<file path="config.mk">
export PLATFORM = sky130hd
export DESIGN_NAME = pe_bs_fir
export DESIGN_NICKNAME = d
export VERILOG_FILES = /design/src/rtl/pe_bs_fir.sv
export SDC_FILE = /design/constraint.sdc
export NUM_CORES = 1
export LEC_CHECK = 0
export CORE_UTILIZATION = 55
export DETAILED_ROUTE_END_ITERATION = 7
export PLACE_DENSITY = 0.82
export SLEW_MARGIN = 20
export SYNTH_ARGS = -nofsm -noshare
export SYNTH_HDL_FRONTEND = slang
export SYNTH_SLANG_ARGS = --single-unit
</file>
<file path="constraint.sdc">
create_clock -name clk -period 13.6 [get_ports clk]
set_input_delay 2.72 -clock clk [delete_from_list [all_inputs] [get_ports clk]]
set_output_delay 2.72 -clock clk [all_outputs]
set_load 0.005 [all_outputs]
</file>
<file path="src/rtl/pe_bs_fir.sv">
// pe_bs_fir: K-tap FIR processing element with power-of-two weights. It uses one barrel
// shift and one saturating add per cycle, returns the result on a ready/valid
// handshake and keeps a sticky overflow flag.
module pe_bs_fir #(
  parameter int  DATA_W  = 8,
  parameter int  K       = 5,
  parameter int  SHIFT_W = 3,
  parameter int  ACC_W   = 20,
  localparam int IDX_W   = (K > 1) ? $clog2(K) : 1
) (
  input  logic               clk,
  input  logic               rst_n,
  input  logic               flush,
  input  logic               wld_en,
  input  logic [IDX_W-1:0]   wld_idx,
  input  logic [SHIFT_W-1:0] wld_shift,
  input  logic               wld_neg,
  input  logic               wld_zero,
  input  logic               in_valid,
  output logic               in_ready,
  input  logic [DATA_W-1:0]  in_data,
  output logic               out_valid,
  input  logic               out_ready,
  output logic [ACC_W-1:0]   out_data,
  output logic               sat_flag
);

  localparam int                      FILL_W  = $clog2(K + 1);
  localparam logic [IDX_W:0]          K_IDX   = (IDX_W + 1)'(K);
  localparam logic signed [ACC_W-1:0] ACC_MAX = {1'b0, {(ACC_W-1){1'b1}}};
  localparam logic signed [ACC_W-1:0] ACC_MIN = {1'b1, {(ACC_W-1){1'b0}}};

  typedef enum logic [1:0] {
    IDLE = 2'd0,
    ACC  = 2'd1,
    OUT  = 2'd2
  } state_t;

  state_t                  state_reg, state_next;
  logic [FILL_W-1:0]       fill_reg, fill_next, fill_inc;
  logic [IDX_W-1:0]        k_reg, k_next;
  logic signed [ACC_W-1:0] acc_reg, acc_next;
  logic signed [ACC_W-1:0] out_data_reg, out_data_next;
  logic                    sat_reg, sat_next;

  // Read views of the per-tap registers held in the generate blocks below.
  logic signed [DATA_W-1:0] win     [K];
  logic [SHIFT_W-1:0]       w_shift [K];
  logic                     w_neg   [K];
  logic                     w_zero  [K];

  logic accept;
  logic wld_ok;

  assign in_ready  = (state_reg == IDLE);
  assign out_valid = (state_reg == OUT);
  assign out_data  = out_data_reg;
  assign sat_flag  = sat_reg;
  assign accept    = in_valid & in_ready;
  assign wld_ok    = wld_en & in_ready & ~flush & ({1'b0, wld_idx} < K_IDX);

  genvar gi;
  generate
    for (gi = 0; gi < K; gi++) begin : g_tap
      logic signed [DATA_W-1:0] win_reg;
      logic signed [DATA_W-1:0] win_in;
      logic [SHIFT_W-1:0]       shift_reg;
      logic                     neg_reg;
      logic                     zero_reg;

      if (gi == 0) begin : g_head
        assign win_in = in_data;
      end else begin : g_chain
        assign win_in = win[gi-1];
      end

      always_ff @(posedge clk or negedge rst_n) begin
        if (!rst_n) begin
          win_reg <= '0;
        end else if (flush) begin
          win_reg <= '0;
        end else if (accept) begin
          win_reg <= win_in;
        end
      end

      // Weights survive flush; only reset returns them to "zero tap".
      always_ff @(posedge clk or negedge rst_n) begin
        if (!rst_n) begin
          shift_reg <= '0;
          neg_reg   <= 1'b0;
          zero_reg  <= 1'b1;
        end else if (wld_ok && (wld_idx == IDX_W'(gi))) begin
          shift_reg <= wld_shift;
          neg_reg   <= wld_neg;
          zero_reg  <= wld_zero;
        end
      end

      assign win[gi]     = win_reg;
      assign w_shift[gi] = shift_reg;
      assign w_neg[gi]   = neg_reg;
      assign w_zero[gi]  = zero_reg;
    end
  endgenerate

  // One tap per cycle: sign-extend, barrel shift, optional negate, saturating add.
  logic signed [DATA_W-1:0] tap_x;
  logic signed [ACC_W-1:0]  tap_ext;
  logic signed [ACC_W-1:0]  tap_shl;
  logic signed [ACC_W-1:0]  term;
  logic signed [ACC_W:0]    sum_wide;
  logic signed [ACC_W-1:0]  acc_sat;
  logic                     sat_hit;

  always_comb begin
    tap_x    = win[k_reg];
    tap_ext  = {{(ACC_W-DATA_W){tap_x[DATA_W-1]}}, tap_x};
    tap_shl  = tap_ext << w_shift[k_reg];
    term     = '0;
    if (!w_zero[k_reg]) begin
      term = w_neg[k_reg] ? -tap_shl : tap_shl;
    end
    sum_wide = {acc_reg[ACC_W-1], acc_reg} + {term[ACC_W-1], term};
    sat_hit  = sum_wide[ACC_W] ^ sum_wide[ACC_W-1];
    acc_sat  = sum_wide[ACC_W-1:0];
    if (sat_hit) begin
      acc_sat = sum_wide[ACC_W] ? ACC_MIN : ACC_MAX;
    end
  end

  assign fill_inc = (fill_reg == FILL_W'(K)) ? fill_reg : fill_reg + FILL_W'(1);

  always_ff @(posedge clk or negedge rst_n) begin
    if (!rst_n) begin
      state_reg    <= IDLE;
      fill_reg     <= '0;
      k_reg        <= '0;
      acc_reg      <= '0;
      out_data_reg <= '0;
      sat_reg      <= 1'b0;
    end else begin
      state_reg    <= state_next;
      fill_reg     <= fill_next;
      k_reg        <= k_next;
      acc_reg      <= acc_next;
      out_data_reg <= out_data_next;
      sat_reg      <= sat_next;
    end
  end

  always_comb begin
    state_next    = state_reg;
    fill_next     = fill_reg;
    k_next        = k_reg;
    acc_next      = acc_reg;
    out_data_next = out_data_reg;
    sat_next      = sat_reg;

    if (flush) begin
      // out_data deliberately keeps the last delivered result.
      state_next = IDLE;
      fill_next  = '0;
      k_next     = '0;
      acc_next   = '0;
      sat_next   = 1'b0;
    end else begin
      case (state_reg)
        IDLE: begin
          if (accept) begin
            fill_next = fill_inc;
            if (fill_inc == FILL_W'(K)) begin
              state_next = ACC;
              acc_next   = '0;
              k_next     = '0;
            end
          end
        end
        ACC: begin
          acc_next = acc_sat;
          k_next   = k_reg + IDX_W'(1);
          if (sat_hit) begin
            sat_next = 1'b1;
          end
          if (k_reg == IDX_W'(K - 1)) begin
            out_data_next = acc_sat;
            k_next        = '0;
            state_next    = OUT;
          end
        end
        OUT: begin
          if (out_ready) begin
            state_next = IDLE;
          end
        end
        default: state_next = IDLE;
      endcase
    end
  end

endmodule

</file>
==> results.txt <==
The number of flops mapped to enable cells by yosys is 0. In this run the most critical hold path is launched from out_data[2]. The arrival time of data at the critical path endpoint is 6.91 ns. In this run the worst hold path is classified as register to register. The combined global-route utilization of all metal layers is 0.282. TritonCTS built the clock tree. The total length of routed wires is around 18 mm. Counting buffers and inverters, the worst setup path is 19 cells deep. The root buffer cell is sky130_fd_sc_hd__clkbuf_16. Of all nets on the critical path, the largest fanout is 36. The maximum cell stage delay along the critical path is approximately 0.6 ns. The worst setup path is captured at a register.

Once the clock tree was built, the resizer swapped 0 gates to a different size. The synthesis-to-layout area growth is 16.1%. The distinct cell type count of the synthesized netlist is a little under 80. The share of cells above drive strength 1 came out at 0.109.

The core footprint came out at 0.0126 sq mm. Across the whole layout, storage elements account for 0.00286 sq mm. The most numerous cell type found on the critical path is sky130_fd_sc_hd__o21ai_0. Buffers added to address setup during post-CTS repair amount to 0. The nature of the critical path startpoint is a register. The max-cap check violation count came out at 0. For this run, design rule violations remaining after detail routing come to 0. The total power divided by cell area came out at 141 mW/mm^2.

Timing would allow up to between 150 and 200 MHz. Among all flip-flop cells after synthesis, the most frequent one is sky130_fd_sc_hd__dfrtp_1. The slowest stage of the critical path is the sky130_fd_sc_hd__or4b_1 cell. The die footprint is around 0.013 sq mm. The number of vias after detailed routing came out at 6070. The flip-flop count of the largest register, all copies and words added came out at 40. The total clock buffers created by CTS is 17.

In the finished design, the share of the clock period the worst path needs comes to 0.488. 0 antenna diodes ended up in the layout. The H-tree was split into 4 levels. For this run, the register share of the synthesized area comes to 0.400. The worst ir drop on vdd is 120 uV. The remaining antenna violation count is 0.

The count of mapped cells out of synthesis came out at between 700 and 800. The final setup violation count is 0. The post-route minimum period came out at between 6 and 7 ns. The count of input and output buffers came out at 44. The floorplan has about 40 rows. Setup repair after global routing left no endpoint under its margin. The total congestion overflow came out at 0.

The async set-or-reset flop fraction in the synthesized netlist is 1.00. The detail-routed via count per cell came out at slightly above 6. The count of buffering cells on the critical path with inverters included is 1. For the final routed database, the setup TNS stands at 0 ns.

The number of global-route vias before repair came to 5916. The path type of the worst setup path is register to register. The worst-case clock skew is 0.0104 ns. The number of hold-repair buffers added at the cts stage came out at 0. Traced cell by cell, the critical path runs through buf_4 > mux2i_1 > o21ai_1 > o21ai_2 > nor2_2 > mux2i_1 > a221oi_1 > or4b_1 > o21ai_0 > mux2_2 > ha_1 > a21o_1 > a21o_1 > a21oi_1 > o21ai_0 > o31ai_1 > nor3_1 > a2111oi_0 > o21ai_0. The filler cell count came out at a little under 1000. The endpoint identified for the worst register-to-register timing path is out_data[17].

The first-pass GRT wire length is roughly 29 mm. During I/O placement, the number of pins put on the boundary was between 40 and 50. The initial antenna violation count came out at 0. The area occupied by multi-input gates came out at 0.00402 sq mm. In this run the vertical extent of the chip is roughly 120 microns. The CTS sink count is between 100 and 150. The required time reported for the critical path endpoint came out at 13.87 ns. The worst hold path terminates at out_data[2].

The reported leakage power is about 3.5 nW. The number of failing hold endpoints at the final stage came to 0. The worst pin sits at a relative slew slack of 0.344.

After legalization and detailed placement, the total HPWL measured approximately 12 mm. The clock-pin slew on the worst setup and hold paths came out at ~0.060 ns. The effective utilization at floorplan is 0.566. The summed instance area of the synthesized netlist came out at about 0.007 sq mm. The die extent in x came out at roughly 120 microns. The number of optimization iterations in the first detailed-route pass is 5. At the end of routability-driven placement, the weighted congestion stood at about 0.94. The worst reg-to-reg setup slack came out at slightly below 7 ns. The flow ran to the end, and the final reports show no timing, DRC or antenna violations. On the critical path the largest part of the delay comes from compound AO/OA/AOI/OAI gates. The violation count after the first detailed-route iteration came out at between 400 and 500.

The number of warnings printed during yosys synthesis came out at 0. The core occupancy in the finished layout came out at 0.657. At the pin with the least slew margin, the transition time is roughly 0.98 ns. The number of nets handed over by synthesis was approximately 840. The number of nets in the final layout came out at around 860. The worst register-to-register path begins at k_reg[0].

The depth of the worst register-to-register path is 19. In this run the deepest clock path goes through 2 buffers. The mean instance size in the synthesized netlist came out at approximately 9 sq um.

The insertion delay to the later sink of the worst-skew pair is 0.42 ns. Along the worst hold path, the cell count comes to 2. The largest net degree at the start of global routing is 83. In the final routed layout, each cell accounts on average for between 15 and 20 microns. The total count of max-transition violations in the final report is 0. The synthesized design contains roughly 110 register bits.
## metrics by stage
step           hold slack, ns  instance area [sq um]  power, mW  std cells  setup WS [ns]
6_report                0.486                   8300       1.17       1000           6.96
5_1_grt                 0.525                   8300       1.22       1000           6.55
4_1_cts                 0.491                   8290       1.17       1000           7.11
3_5_place_dp            0.480                   7660      0.682        969           7.16
3_3_place_gp            0.464                   7660      0.674        969           7.41
2_1_floorplan           0.456                   7150      0.607        791           8.23
## final cells by class
class	instances	share of cell area
Sequential cell	114	0.345
Inverter	11	0.00498
Clock inverter	9	0.0217
Tap cell	172	0.0259
Timing Repair Buffer	55	0.0632
Multi-Input combinational cell	617	0.485
Clock buffer	22	0.0547
## Yosys cell counts, types with 6 or more instances
| cell | number | area, sq um |
|---|---|---|
| sky130_fd_sc_hd__mux2i_1 | 27 | 270 |
| sky130_fd_sc_hd__and3_1 | 8 | 50.1 |
| sky130_fd_sc_hd__o21a_1 | 7 | 52.6 |
| sky130_fd_sc_hd__a21oi_1 | 79 | 395 |
| sky130_fd_sc_hd__inv_1 | 10 | 37.5 |
| sky130_fd_sc_hd__mux2_2 | 28 | 315 |
| sky130_fd_sc_hd__clkbuf_1 | 31 | 116 |
| sky130_fd_sc_hd__o21ai_0 | 57 | 285 |
| sky130_fd_sc_hd__a21o_1 | 14 | 105 |
| sky130_fd_sc_hd__xor2_1 | 12 | 105 |
| sky130_fd_sc_hd__xnor2_1 | 11 | 96.3 |
| sky130_fd_sc_hd__nand3_1 | 14 | 70.1 |
| sky130_fd_sc_hd__a22o_1 | 17 | 149 |
| sky130_fd_sc_hd__nor3_1 | 15 | 75.1 |
| sky130_fd_sc_hd__nor2b_1 | 9 | 56.3 |
| sky130_fd_sc_hd__nand2_1 | 137 | 514 |
| sky130_fd_sc_hd__ha_1 | 25 | 313 |
| sky130_fd_sc_hd__nand2b_1 | 9 | 56.3 |
| sky130_fd_sc_hd__nand3b_1 | 9 | 67.6 |
| sky130_fd_sc_hd__dfrtp_1 | 109 | 2730 |
| sky130_fd_sc_hd__o22ai_1 | 6 | 37.5 |
| sky130_fd_sc_hd__nor2_1 | 44 | 165 |
| sky130_fd_sc_hd__buf_2 | 10 | 50.1 |
## logic make-up after synthesis
group / Yosys count / share of synthesized area
AND/OR/NAND/NOR: 266 / 0.171
XOR/XNOR: 23 / 0.0282
flip-flops: 114 / 0.400
adder cells (fa/ha/maj): 29 / 0.0508
buffers and inverters: 60 / 0.0375
AO/OA/AOI/OAI: 239 / 0.217
multiplexers: 60 / 0.0961
## per-layer routing
layer / vias to the layer above / global-route usage / wire length, microns
met2: 162 / 0.484 / 8950
met1: 2973 / 0.359 / 7730
li1: 2904 / - / -
met4: 0 / 0.104 / 388
met3: 31 / 0.0450 / 642
met5: - / 0 / 0
## report_power, final
part	internal, mW	total (mW)	leakage (nW)	switching [mW]
Clock	0.329	0.486	0.304	0.157
Sequential	0.363	0.376	1.53	0.0130
Combinational	0.119	0.308	1.71	0.190
Total	0.811	1.17	3.54	0.359
## how the worst max path moves through the flow
| stage | to | from | slack [ns] |
|---|---|---|---|
| final | out_data[17] | k_reg[0] | 6.96 |
| after global routing | out_data[17] | k_reg[0] | 6.55 |
| after floorplan | acc_reg[18] | k_reg[0] | 8.23 |
| after detailed placement | acc_reg[17] | k_reg[0] | 7.16 |
| after global placement | acc_reg[18] | k_reg[0] | 7.41 |
| after CTS | out_data[17] | k_reg[0] | 7.11 |
## cells in the final DEF (no fill, tap or decap), drive strengths merged, types with 4 or more instances in the layout
| cell type | n |
|---|---|
| buf | 12 |
| ha | 25 |
| nand3 | 14 |
| a21o | 14 |
| a31oi | 4 |
| o22a | 5 |
| dfstp | 5 |
| mux4 | 4 |
| and3 | 8 |
| o22ai | 7 |
| o21ai | 62 |
| nand3b | 9 |
| nor2b | 10 |
| dfrtp | 109 |
| o21a | 8 |
| inv | 11 |
| nand2 | 138 |
| nor3 | 15 |
| a22o | 17 |
| nand2b | 9 |
| and2 | 4 |
| a21oi | 79 |
| xor2 | 12 |
| a21boi | 5 |
| bufinv | 5 |
| mux2 | 29 |
| mux2i | 27 |
| xnor2 | 11 |
| o31ai | 4 |
| clkdlybuf4s50 | 43 |
| a211oi | 4 |
| nor2 | 45 |
| clkbuf | 22 |
## worst reg2reg max path, delay by kind of cell, from the launching register on
family                     cells  cell delay, ns
and+or+nand+nor                3            0.96
DFF                            1            0.32
AOI/OAI and AO/OA             11            3.59
buffers and inverters          1            0.42
adders and majority gates      1            0.36
muxes                          3            0.85
(Power assumes the default switching activity.)
